$ cat src/rtl/seq_div_if.sv
// Divider handshake bundle: start/operands in, busy/done/results out.
interface seq_div_if #(
  parameter int WIDTH = 32
);
  logic             start;
  logic [WIDTH-1:0] A;
  logic [WIDTH-1:0] B;
  logic             busy;
  logic             done;
  logic [WIDTH-1:0] quotient;
  logic [WIDTH-1:0] remainder;
  logic             div_by_zero;

  modport master (
    output start, A, B,
    input  busy, done, quotient, remainder, div_by_zero
  );

  modport slave (
    input  start, A, B,
    output busy, done, quotient, remainder, div_by_zero
  );
endinterface

$ cat src/rtl/seq_div.sv
// Radix-2 restoring divider, one quotient bit per cycle, start/done handshake.
// Define SEQ_DIV_SIGNED_EN for two's-complement operands; default is unsigned.
//
// state | meaning
// IDLE  | waiting for start; operands latched on acceptance
// CALC  | one shift/trial-subtract per cycle, WIDTH iterations
// FIX   | sign correction / divide-by-zero override, results registered
module seq_div #(
  parameter int WIDTH = 32
) (
  input logic   clk,
  input logic   reset,
  seq_div_if.slave bus
);
  localparam int CW = $clog2(WIDTH + 1);

  typedef enum logic [1:0] {IDLE, CALC, FIX} state_t;

  state_t           state, state_nxt;
  logic             accept;
  logic [CW-1:0]    count;
  logic [WIDTH:0]   rem;
  logic [WIDTH-1:0] dq;
  logic [WIDTH-1:0] divisor;
  logic [WIDTH-1:0] a_lat;
  logic             b_zero;
  logic [WIDTH-1:0] mag_a, mag_b;
  logic [WIDTH-1:0] q_fix, r_fix;
  logic [WIDTH+1:0] rem_sh, trial;
  logic             trial_neg;
  logic [WIDTH:0]   rem_next;
  logic             done_q, dz_q;
  logic [WIDTH-1:0] quotient_q, remainder_q;

`ifdef SEQ_DIV_SIGNED_EN
  logic neg_q, neg_r;

  // Magnitudes are WIDTH-bit unsigned, so negating MIN yields 2^(WIDTH-1) exactly.
  assign mag_a = bus.A[WIDTH-1] ? -bus.A : bus.A;
  assign mag_b = bus.B[WIDTH-1] ? -bus.B : bus.B;
  assign q_fix = neg_q ? -dq : dq;
  assign r_fix = neg_r ? -rem[WIDTH-1:0] : rem[WIDTH-1:0];
`else
  assign mag_a = bus.A;
  assign mag_b = bus.B;
  assign q_fix = dq;
  assign r_fix = rem[WIDTH-1:0];
`endif

  assign rem_sh    = {rem, dq[WIDTH-1]};
  assign trial     = rem_sh - {2'b00, divisor};
  assign trial_neg = trial[WIDTH+1];
  assign rem_next  = trial_neg ? rem_sh[WIDTH:0] : trial[WIDTH:0];

  always_ff @(posedge clk) begin
    if (reset) state <= IDLE;
    else       state <= state_nxt;
  end

  always_comb begin
    state_nxt = state;
    accept    = 1'b0;
    unique case (state)
      IDLE: if (bus.start) begin
        accept    = 1'b1;
        state_nxt = CALC;
      end
      CALC: if (count == CW'(1)) state_nxt = FIX;
      FIX:  state_nxt = IDLE;
      default: state_nxt = IDLE;
    endcase
  end

  always_ff @(posedge clk) begin
    if (reset) begin
      done_q      <= 1'b0;
      dz_q        <= 1'b0;
      quotient_q  <= '0;
      remainder_q <= '0;
      count       <= '0;
      rem         <= '0;
      dq          <= '0;
      divisor     <= '0;
      a_lat       <= '0;
      b_zero      <= 1'b0;
`ifdef SEQ_DIV_SIGNED_EN
      neg_q       <= 1'b0;
      neg_r       <= 1'b0;
`endif
    end else begin
      done_q <= 1'b0;
      if (accept) begin
        dq      <= mag_a;
        divisor <= mag_b;
        rem     <= '0;
        count   <= CW'(WIDTH);
        a_lat   <= bus.A;
        b_zero  <= (bus.B == '0);
`ifdef SEQ_DIV_SIGNED_EN
        neg_q   <= bus.A[WIDTH-1] ^ bus.B[WIDTH-1];
        neg_r   <= bus.A[WIDTH-1];
`endif
      end else if (state == CALC) begin
        rem   <= rem_next;
        dq    <= {dq[WIDTH-2:0], ~trial_neg};
        count <= count - CW'(1);
      end else if (state == FIX) begin
        // Divide by zero keeps full latency; only the result values are overridden.
        done_q      <= 1'b1;
        dz_q        <= b_zero;
        quotient_q  <= b_zero ? '1 : q_fix;
        remainder_q <= b_zero ? a_lat : r_fix;
      end
    end
  end

  assign bus.busy        = (state != IDLE);
  assign bus.done        = done_q;
  assign bus.div_by_zero = dz_q;
  assign bus.quotient    = quotient_q;
  assign bus.remainder   = remainder_q;
endmodule
$ cat src/flat_wrapper.sv
// flat-port wrapper written by rule: the top's interface ports become plain ports
module seq_div_flat 
#(
  parameter int WIDTH = 32
)
  (clk, reset, bus_start, bus_A, bus_B, bus_busy, bus_done, bus_quotient, bus_remainder, bus_div_by_zero);
  seq_div_if #(.WIDTH(WIDTH)) bus_i ();
  input logic clk;
  input logic reset;
  input wire logic [$bits(bus_i.start)-1:0] bus_start;
  input wire logic [$bits(bus_i.A)-1:0] bus_A;
  input wire logic [$bits(bus_i.B)-1:0] bus_B;
  output wire logic [$bits(bus_i.busy)-1:0] bus_busy;
  output wire logic [$bits(bus_i.done)-1:0] bus_done;
  output wire logic [$bits(bus_i.quotient)-1:0] bus_quotient;
  output wire logic [$bits(bus_i.remainder)-1:0] bus_remainder;
  output wire logic [$bits(bus_i.div_by_zero)-1:0] bus_div_by_zero;
  assign bus_i.start = bus_start;
  assign bus_i.A = bus_A;
  assign bus_i.B = bus_B;
  assign bus_busy = bus_i.busy;
  assign bus_done = bus_i.done;
  assign bus_quotient = bus_i.quotient;
  assign bus_remainder = bus_i.remainder;
  assign bus_div_by_zero = bus_i.div_by_zero;
  seq_div #(.WIDTH(WIDTH)) u_core (.clk(clk), .reset(reset), .bus(bus_i));
endmodule
$ cat config.mk
export PLATFORM = sky130hd
export DESIGN_NAME = seq_div_flat
export DESIGN_NICKNAME = d
export VERILOG_FILES = /design/src/rtl/seq_div_if.sv /design/src/rtl/seq_div.sv /design/src/flat_wrapper.sv
export SDC_FILE = /design/constraint.sdc
export NUM_CORES = 1
export LEC_CHECK = 0
export BUFFER_PORTS_ARGS = -buffer_cell sky130_fd_sc_hd__buf_2
export CELL_PAD_IN_SITES_DETAIL_PLACEMENT = 1
export CELL_PAD_IN_SITES_GLOBAL_PLACEMENT = 2
export CORE_MARGIN = 5
export CORE_UTILIZATION = 34
export DETAILED_ROUTE_END_ITERATION = 10
export PLACE_DENSITY = 0.79
export SYNTH_ARGS = -nofsm -noshare
export SYNTH_HDL_FRONTEND = slang
export SYNTH_SLANG_ARGS = --single-unit
$ cat constraint.sdc
create_clock -name clk -period 3.3 [get_ports clk]
set_input_delay 0.495 -clock clk [delete_from_list [all_inputs] [get_ports clk]]
set_output_delay 0.495 -clock clk [all_outputs]
set_load 0.01 [all_outputs]
==> results.json <==
{
  "postRouteAntennaNets": 0,
  "nNetsFinal": 1435,
  "synth_area_leader_cell": "dfxtp_1",
  "grt_pass1_wl_um": 49500,
  "drv_slew": 0,
  "start_kind": "flop",
  "die_x_um": 179,
  "synth_ff_type": "dfxtp_1",
  "dp_hpwl_um": 22800,
  "overflow": 0,
  "finalSetupTns_ps": 0,
  "cts_buffers": 25,
  "die_area_mm2": 0.0319,
  "end_kind": "flop",
  "io_buffers": 133,
  "maxCapViolCount": 0,
  "hold_path_class": "input pin to flop",
  "synth_area_leaders": "dfxtp_1 (42%), nand2_1 (8.9%), a21oi_1 (7.8%)",
  "dp_slack_ps": 146,
  "worstMarginPinSlew_ps": 857,
  "worstSkewPairLatency_ps": 540,
  "finalHoldViolations": 0,
  "ir_worst_vdd_v": 0.000337,
  "areaGrowthSynthToFinish_pct": 19.7,
  "wl_per_cell_um": 17.9,
  "drtIter0Drc": 577,
  "cts-htree-levels": 1,
  "arrival_ps": 3440,
  "grt_usage_pct": 19.1,
  "synth_edf_count": 0,
  "drc_errors": 0,
  "cts_buffer_depth": 3,
  "n_fill_cell": 3511,
  "fin_crit_ps": 3050,
  "synth_area_mm2": 0.00966,
  "core_area_mm2": 0.0279,
  "layout-drive-gt1-share_pct": 16.1,
  "row_count": 61,
  "critPathRequiredTime_ps": 3690,
  "initial_core_util_pct": 34.6,
  "die_height_um": 179,
  "cts_hold_buf": 0,
  "timing.fmax_mhz": 328,
  "power_leakage_nw": 4.68,
  "fin_skew_ps": 19.8,
  "synth_cells": 1234,
  "syn-num-nets": 1336,
  "postCtsResizedCells": 0,
  "clkTransAtPathRegs_ps": 50,
  "vias": 8964,
  "vias_per_cell": 5.18,
  "ys_seq_area_share_pct": 42.3,
  "postCtsSetupRepairBufs": 0,
  "critPathKind": "flop to flop",
  "diodes": 0,
  "grt_pass1_vias": 8963,
  "synth.distinct_cells": 50,
  "powerDensity_mw_per_mm2": 627,
  "ios": 134,
  "post-route-period-util_pct": 92.4,
  "synth_top_cell_area_share_pct": 42.3,
  "wirelength_um": 31000,
  "ys_warn_count": 0,
  "setup_viol_count_final": 0,
  "place.gp.congestion": 0.855,
  "syn_avg_cell_area_um2": 7.83,
  "antenna_found_initial": 1,
  "slew_headroom_pct": 42.9,
  "crit_fanout": 8,
  "clock-sinks": 204,
  "ys_ff_latch": 204,
  "timing.final.ws_setup_ps": 252,
  "status": "finished, final reports clean",
  "async_reset_ff_share_pct": 0,
  "tritoncts": "built",
  "grt_max_degree": 80,
  "cts_root_buf": "clkbuf_16",
  "rsz0062_at_grt": "no",
  "drt-pass1-iter-count": 5
}
==> cell usage after synthesis, drive strengths merged, types with 2 or more instances <==
cell type / n
a211oi: 36
a21boi: 3
a21o: 24
a21oi: 151
a31oi: 40
a41oi: 3
and3: 3
buf: 19
clkbuf: 75
dfxtp: 204
ha: 34
inv: 39
mux2i: 37
nand2: 229
nand2b: 7
nand3: 7
nand3b: 2
nand4: 10
nand4b: 2
nor2: 109
nor2b: 7
nor3: 70
nor3b: 3
nor4: 9
o2111ai: 4
o211ai: 6
o21ai: 48
o31ai: 4
or4: 2
xnor2: 21
xor2: 13
==> state kept, by name, summed over array words and instances (netlist names) <==
register / count
u_core.bus.remainder: 32
u_core.count: 6
u_core.rem: 33
u_core.b_zero: 1
u_core.bus.div_by_zero: 1
u_core.dq: 32
u_core.bus.done: 1
u_core.a_lat: 32
u_core.bus.quotient: 32
u_core.state: 2
u_core.divisor: 32
==> worst paths after layout <==
path / startpoint / to / slack [ps] / depth (start not counted)
worst max register to register: u_core.rem[21] / u_core.rem[24] / 250 / 10
worst min-delay path: bus_B[20] / u_core.divisor[20] / 210 / 3
worst max-delay path: u_core.rem[21] / u_core.rem[24] / 250 / 10
worst min register to register: u_core.divisor[10] / u_core.divisor[10] / 450 / 2
==> critical path, stage by stage, from the launching register on <==
cell,delay (ps)
dfxtp_1,360
ha_1,470
nand4_1,190
or4_1,540
nor2_1,130
o211ai_1,150
a22oi_4,280
xor2_4,310
buf_4,210
mux2i_1,180
a21oi_1,80
==> layout by cell type, fill, tap and decap left out, types with 10 or more instances in the layout <==
cell type | Yosys | routed
a211oi_1 | 35 | 35
inv_1 | 39 | 39
buf_4 | 0 | 33
a21o_1 | 24 | 24
o21ai_0 | 43 | 43
a31oi_1 | 40 | 40
a21oi_1 | 151 | 151
xor2_1 | 12 | 12
buf_2 | 9 | 132
mux2i_1 | 37 | 37
nand2_1 | 229 | 228
xnor2_1 | 21 | 20
ha_1 | 34 | 34
dfxtp_1 | 204 | 203
nand4_1 | 10 | 10
clkbuf_16 | 0 | 25
nor2_1 | 109 | 108
nor3_1 | 70 | 70
==> logic make-up (layout without fill, tap and decap cells) <==
kind of cell,after synthesis,in the layout,synth area share (%)
buf+inv,133,250,5.45
mux,37,37,3.84
flops,204,204,42.3
xor+xnor,34,34,3.16
compound gates,328,328,20.2
simple gates,463,463,20.4
fa+ha+maj,35,35,4.61
==> stage by stage <==
stage	instances	total power, mW	hold slack, ps	util [%]	cell area [µm²]
floorplan	1234	3.96	436	-	9660
global placement	1684	4.49	441	38.3	10700
detailed placement	1684	4.51	449	38.3	10700
CTS	1729	7.31	199	41.3	11500
global route	1729	7.64	205	41.4	11600
finish	1729	7.25	211	41.4	11600
==> per-layer routing <==
metal  vias to the layer above  wire (µm)  share of wire, %  global-route usage (%)
li1                       4487          -                 -                       -
met1                      4272      16000                51                    28.8
met2                       172      13100                42                    29.2
met3                        31       1440               4.6                    2.90
met4                         2        492               1.6                    3.39
met5                         -         12             0.039                       0
==> power by group <==
| part | leakage (nW) | internal (mW) | switching, mW | total (mW) |
|---|---|---|---|---|
| combinational | 2.59 | 0.688 | 1.07 | 1.76 |
| sequential | 1.66 | 2.59 | 0.116 | 2.71 |
| clock | 0.418 | 1.68 | 1.10 | 2.78 |
==> final cells by class <==
type / count / area, µm² / share of cell area, %
multi-input combinational: 897 / 5090 / 44.0
sequential: 204 / 4090 / 35.3
clock inverter: 6 / 73.8 / 0.639
timing repair buffer: 166 / 928 / 8.03
clock buffer: 39 / 768 / 6.65
inverter: 39 / 146 / 1.27
tap: 378 / 473 / 4.09
(Power assumes the default switching activity.)
